==> config.mk <==
export PLATFORM = sky130hd
export DESIGN_NAME = truth_table_scanner
export DESIGN_NICKNAME = d
export VERILOG_FILES = /design/src/rtl/truth_table_scanner.sv
export SDC_FILE = /design/constraint.sdc
export NUM_CORES = 1
export LEC_CHECK = 0
export BUFFER_PORTS_ARGS = -buffer_cell sky130_fd_sc_hd__buf_2
export CAP_MARGIN = 15
export CELL_PAD_IN_SITES_DETAIL_PLACEMENT = 1
export CELL_PAD_IN_SITES_GLOBAL_PLACEMENT = 2
export CORE_ASPECT_RATIO = 1.2
export CORE_UTILIZATION = 26
export CTS_CLUSTER_DIAMETER = 30
export DETAILED_ROUTE_END_ITERATION = 7
export PLACE_DENSITY_LB_ADDON = 0.1
export RECOVER_POWER = 25
export SKIP_CTS_REPAIR_TIMING = 1
export SLEW_MARGIN = 20
export SYNTH_ARGS = -nofsm -noshare
export SYNTH_HDL_FRONTEND = slang
export SYNTH_SLANG_ARGS = --single-unit
==> constraint.sdc <==
create_clock -name clk_i -period 1.45 [get_ports clk_i]
set_input_delay 0.2175 -clock clk_i [delete_from_list [all_inputs] [get_ports clk_i]]
set_output_delay 0.2175 -clock clk_i [all_outputs]
set_load 0.01 [all_outputs]
==> src/rtl/truth_table_scanner.sv <==
// Drives all four minterms of a two-input gate and captures its truth table.
// Optional registered popcount of the table: define SCANNER_ONES_COUNT_EN.
module truth_table_scanner (
   input  logic       clk_i,
   input  logic       rst_ni,
   input  logic       start_i,
   input  logic       s_in_i,
   output logic       a_o,
   output logic       b_o,
   output logic       busy_o,
   output logic       done_o,
   output logic [3:0] table_o,
   output logic [2:0] ones_o
);

   localparam logic [1:0] IDLE   = 2'd0;
   localparam logic [1:0] DRIVE  = 2'd1;
   localparam logic [1:0] SAMPLE = 2'd2;
   localparam logic [1:0] DONE   = 2'd3;

   logic [1:0] state_q, state_d;
   logic [1:0] m_q, m_d;
   logic [3:0] table_q, table_d;
   logic       clear_scan;
   logic       sample_en;

   assign clear_scan = ((state_q == IDLE) || (state_q == DONE)) && start_i;
   assign sample_en  = (state_q == SAMPLE);

   always_comb begin
      state_d = state_q;
      m_d     = m_q;
      table_d = table_q;
      case (state_q)
         IDLE, DONE: begin
            if (start_i) begin
               state_d = DRIVE;
               m_d     = '0;
               table_d = '0;
            end
         end
         DRIVE: begin
            state_d = SAMPLE;
         end
         SAMPLE: begin
            table_d[m_q] = s_in_i;
            if (m_q == 2'd3) begin
               state_d = DONE;
            end else begin
               m_d     = m_q + 2'd1;
               state_d = DRIVE;
            end
         end
         default: begin
            state_d = IDLE;
         end
      endcase
   end

   always_ff @(posedge clk_i or negedge rst_ni) begin
      if (!rst_ni) begin
         state_q <= IDLE;
         m_q     <= '0;
         table_q <= '0;
      end else begin
         state_q <= state_d;
         m_q     <= m_d;
         table_q <= table_d;
      end
   end

   // Gate inputs follow m only while scanning; they park at 00 otherwise.
   assign busy_o  = (state_q == DRIVE) || (state_q == SAMPLE);
   assign done_o  = (state_q == DONE);
   assign a_o     = busy_o & m_q[1];
   assign b_o     = busy_o & m_q[0];
   assign table_o = table_q;

`ifdef SCANNER_ONES_COUNT_EN
   logic [2:0] ones_q, ones_d;

   // Unsampled bits are always 0, so accumulating each sample tracks popcount.
   always_comb begin
      ones_d = ones_q;
      if (clear_scan) begin
         ones_d = '0;
      end else if (sample_en) begin
         ones_d = ones_q + {2'b00, s_in_i};
      end
   end

   always_ff @(posedge clk_i or negedge rst_ni) begin
      if (!rst_ni) begin
         ones_q <= '0;
      end else begin
         ones_q <= ones_d;
      end
   end

   assign ones_o = ones_q;
`else
   assign ones_o = '0;
`endif

endmodule

After elaboration in Yosys (flattened, before gate mapping) --
Index checks and enable logic that the tools add are counted.
Storage, ports and cells: logic and storage cells 32, bits in latches 0, input bits 4, bits in registers 8, memories 0, output and inout port bits 11, RAM bits 0, bits in read-only memories 0
Operators by class: reductions and logical operators 7, bitwise logic cells 2, order comparisons 2, shift-type cells 0, div/mod/pow operators 0, muxes and demuxes 11, equality and inequality tests 6, multiply operators 0, $add $sub $neg 1
Operator list (count):
- $mux 2 | 4
- $pmux 4 s2 | 1
- $eq 2x2->1 const B | 3
- $pmux 2 s3 | 1
- $bwmux 4 | 1
- $mux 4 | 1
- $ne 2x2->1 const B | 2
- $pmux 2 s2 | 1
- $lt 2x3->1 const B | 1
- $reduce_and 3->1 | 1
- $add 2x1->2 const B | 1
- $and 1x1->1 | 2
- $demux 1 s2 | 1
- $eq 2x1->1 const B | 1
- $ge 2x1->1 const B | 1
- $logic_not 2->1 | 1
- $reduce_and 2->1 | 1
- $reduce_bool 2->1 | 1
- $reduce_or 2->1 | 1
- $logic_and 1x1->1 | 1
- $logic_or 1x1->1 | 1
- $mux 1 | 1

Logic depth before layout (Yosys ltp) --
depth after elaboration 6, gate-level depth with buffers 5, mapped depth without buffers 5

Least setup slack after synthesis --
No wires, ideal clock.
kind reg-to-reg, from register state_q[0], to register table_q[3], in the netlist table_o[3], setup time 128 ps, arrival time 1384 ps, required time 1322 ps, clock period less this slack 1512 ps, cell stages (with the launch flop) 6, buffers on the path 0, path slack -62 ps, path through dfrtp_1 inv_1 ha_1 mux2_4 a2bb2oi_1 o22ai_1
Between the ends: longest elaborated chain between the ends 4, elaborated cells on any way between the ends 8, those cells by class 3 x eq/ne; 1 x mux; 4 x reduce/logical
RTL lines:
- start: declaration | RTL line 21 | logic [1:0] state_q, state_d;
- start signal: assignment | RTL line 66 | state_q <= state_d;
- $eq 2x2->1 / $logic_not 2->1 (equally long branches) | RTL line 34 | case (state_q)
- $reduce_or 2->1 | RTL line 34
- $ne 2x2->1 (no source line) / $reduce_bool 2->1 (equally long branches)
- $reduce_and 2->1 (no source line)
- end signal: assignment | RTL line 68 | table_q <= table_d;
- end: declaration | RTL line 23 | logic [3:0] table_q, table_d;
Several ways; a longest one is shown, not always the timed one. A chain may end at the register's enable or synchronous reset.

Worst setup path in the final report --
from register state_q[1], to output port a_o
Between the ends: longest elaborated chain between the ends 3, elaborated cells on any way between the ends 4, those cells by class 2 x eq/ne; 1 x bitwise; 1 x reduce/logical
RTL lines:
- $eq 2x1->1 / $eq 2x2->1 (equally long branches) | RTL line 73 | assign busy_o = (state_q == DRIVE) || (state_q == SAMPLE);
- $logic_or 1x1->1 * | RTL line 73
- $and 1x1->1 * | RTL line 75 | assign a_o = busy_o & m_q[1];
- end: declaration | RTL line 8 | output logic a_o,
Every way passes the cells marked *; elsewhere a longest branch is shown, timed or not.

==> results.md <==
* Vias in the first global route at roughly 450
* VDD IR-drop max at 1.124 mV
* N_diodes at 0
* Worst-skew pair later-pin latency at 0.25 ns
* Tot GR Track Use at approximately an eighth
* Post-layout util at between 30% and 40%
* Arr. time, crit path at around 1.3 ns
* Min-delay src: start_i
* Fin worst setup slack at -0.03834 ns
* Final hold violations at 0
* PwrDens at 1935 nW/um2
* Setup crit end kind: primary output
* Fin crit share at 102.6%
* Root Driver: clkbuf_4
* Routed WL at between 1 and 1.5 mm
* Initial Util at ~28%
* Via count at between 400 and 500
* Worst setup SP type: flip-flop
* Post-Syn Area at between 500 and 600 um2
* Vias/cell at between 4 and 5
* Hold Path Class: in2reg
* Failing checks: DRC, setup timing
* RePlAce Congestion at 0.6694
* Synthesis warning total at 0
* Routed len/inst at 12.35 um
* Initial DRC Count at 8
* Die H at ~52 um
* First-pass GRT wire length at about 1.9 mm
* Fmax at approximately 670 MHz
* Synth Instances at 53
* Status: complete, but fails checks
* Final setup viols at 3
* Syn Area/Cell at between 10 and 15 um2
* Max-cap viol count at 0
* Design area at between 700 and 800 um2
* Worst stage delay on the critical path at about 0.43 ns
* Clock buffer depth at 2
* Largest net degree at the start of global routing at 9
* Sink Count at 8
* DP Area at 635.6 um2
* Worst r2r dst: m_q[1]
* Dpl hpwl at approximately 910 um
* Register area share after synthesis at 37.30%
* WS Path Type: reg2out
* I/O pin cnt at 15
* Crit-path max FO at 4
* Num CTS Buffers at 3
* Die ar. at approximately 2300 um2
* Number of synthesized register bits at 8
* Netlist cell types at 19
* PortBufs at 11
* Crit path to: a_o
* Buf+Inv Stages, Crit Path at 2
* Crit path from: state_q[1]
* Worst path depth at 4
* R2r setup slk at ~0.03 ns
* Worst-path clk slew at around 0.060 ns
* Gr ovfl total at 0
* Worst r2r src: state_q[1]
* Die X at between 40 and 50 um
* Fin crit period at between 1 and 1.5 ns
* FP Rows at 17
* Leak at 0.3798 nW
* Fillcell total at 227
* Worst EP required at between 1 and 1.5 ns
* Hold slack at approximately 0.30 ns
* Area growth, synth to finish at 35.20%
* Final slew viol count at 0
* Delay-heaviest family, CP: flip-flops
* Critical Path Slowest Stage Cell: dfrtp_2
* Unrepaired setup endpoints after global routing: yes
* R2r worst-path depth at 5
* Commonest non-fill, non-tap cell in the layout: buf_2
* CTS tree: built
* H-tree levels at 1
* Nets at about 90
* Most frequent cells in the layout: buf_2 (9), ha_1 (8), inv_1 (7), dfrtp_1 (7), buf_4 (4)
* Final ANT Viol Nets at 0
* Fraction of layout cells with a size suffix above 1 at between 30% and 40%
* DR pass1 iterations at 5
* Cell Chain, Critical Path: ha_4, buf_6, nor2_2, buf_2
* DRC viols at 6
* Clock skew at just under 0.005 ns
* Core area at around 1900 um2
* Initial antenna violation count at 0
cells by family (layout without fill, tap and decap cells):
| group | Yosys count | in the layout | share of synthesized area, % |
|---|---|---|---|
| fa+ha+maj | 9 | 9 | 20.98 |
| flops | 8 | 8 | 37.30 |
| buf+inv | 11 | 29 | 9.790 |
| simple gates | 9 | 9 | 9.092 |
| other cells | 1 | 3 | 0.6986 |
| mux | 3 | 3 | 6.526 |
| compound gates | 12 | 12 | 15.62 |
synthesized netlist by cell type:
master     instances  area share, %
ha_1               9             21
dfrtp_1            8             37
inv_1              8            5.6
a22o_1             3            4.9
buf_4              3            4.2
nand2_1            3            2.1
nor2_1             3            2.1
a21oi_1            2            1.9
mux2i_1            2            3.7
o21ai_0            2            1.9
o22ai_1            2            2.3
a2bb2oi_1          1            1.6
and3_1             1            1.2
and3_4             1            2.1
conb_1             1           0.70
mux2_4             1            2.8
nand2b_2           1            1.6
o211ai_1           1            1.4
o21ai_2            1            1.6
how the worst min path moves through the flow:
stage | end | cells past startpoint | slack, ns
floorplan | m_q[0] | 0 | -0.08
global placement | table_o[3] | 1 | 0.07
detailed placement | table_o[3] | 1 | 0.08
CTS | table_o[3] | 1 | -0.20
global route | state_q[0] | 3 | 0.31
finish | state_q[0] | 3 | 0.30
state kept, by name, summed over array words and instances, names as in the netlist:
signal,flops
table_o,4
m_q,2
state_q,2
power breakdown:
group,leakage [nW],total [mW],switching [mW],internal [mW]
Combinational,0.261,0.896,0.445,0.451
Clock,0.0138,0.173,0.0783,0.0949
Sequential,0.105,0.336,0.0501,0.285
Total,0.380,1.40,0.573,0.831
worst register-to-register path, stage by stage (launching register included):
cell and delay [ns]:
dfrtp_2 0.43, ha_4 0.30, buf_4 0.12, nand2b_4 0.07
o211ai_1 0.17, mux2i_1 0.25
area by class of cell:
type,instances,area [um2],area share [%]
clock buffers,3,22.52,3.103
inverters,8,30.03,4.138
flip-flops and latches,8,201.4,27.76
well taps,19,23.77,3.276
repair buffers,18,122.6,16.90
multi-input cells,36,325.3,44.83
layer usage:
metal  GRT usage (%)  wire (um)  vias to the layer above
met5               0          0                        -
met1           13.40        501                      207
met3           3.472         57                        0
met4           6.250          0                        0
met2           20.20        578                       11
li1                -          -                      213
metrics by stage:
stage	power [mW]	TNS, ns	std cells	setup slack, ns
3_3_place_gp	1.066	0	85	0.03060
3_5_place_dp	1.069	-0.006812	85	-0.006812
6_report	1.404	-0.09635	92	-0.03834
5_1_grt	1.532	-0.3051	92	-0.08888
2_1_floorplan	0.8351	0	55	0.02250
4_1_cts	1.255	-0.3904	88	-0.1502
(Power assumes the default switching activity.)
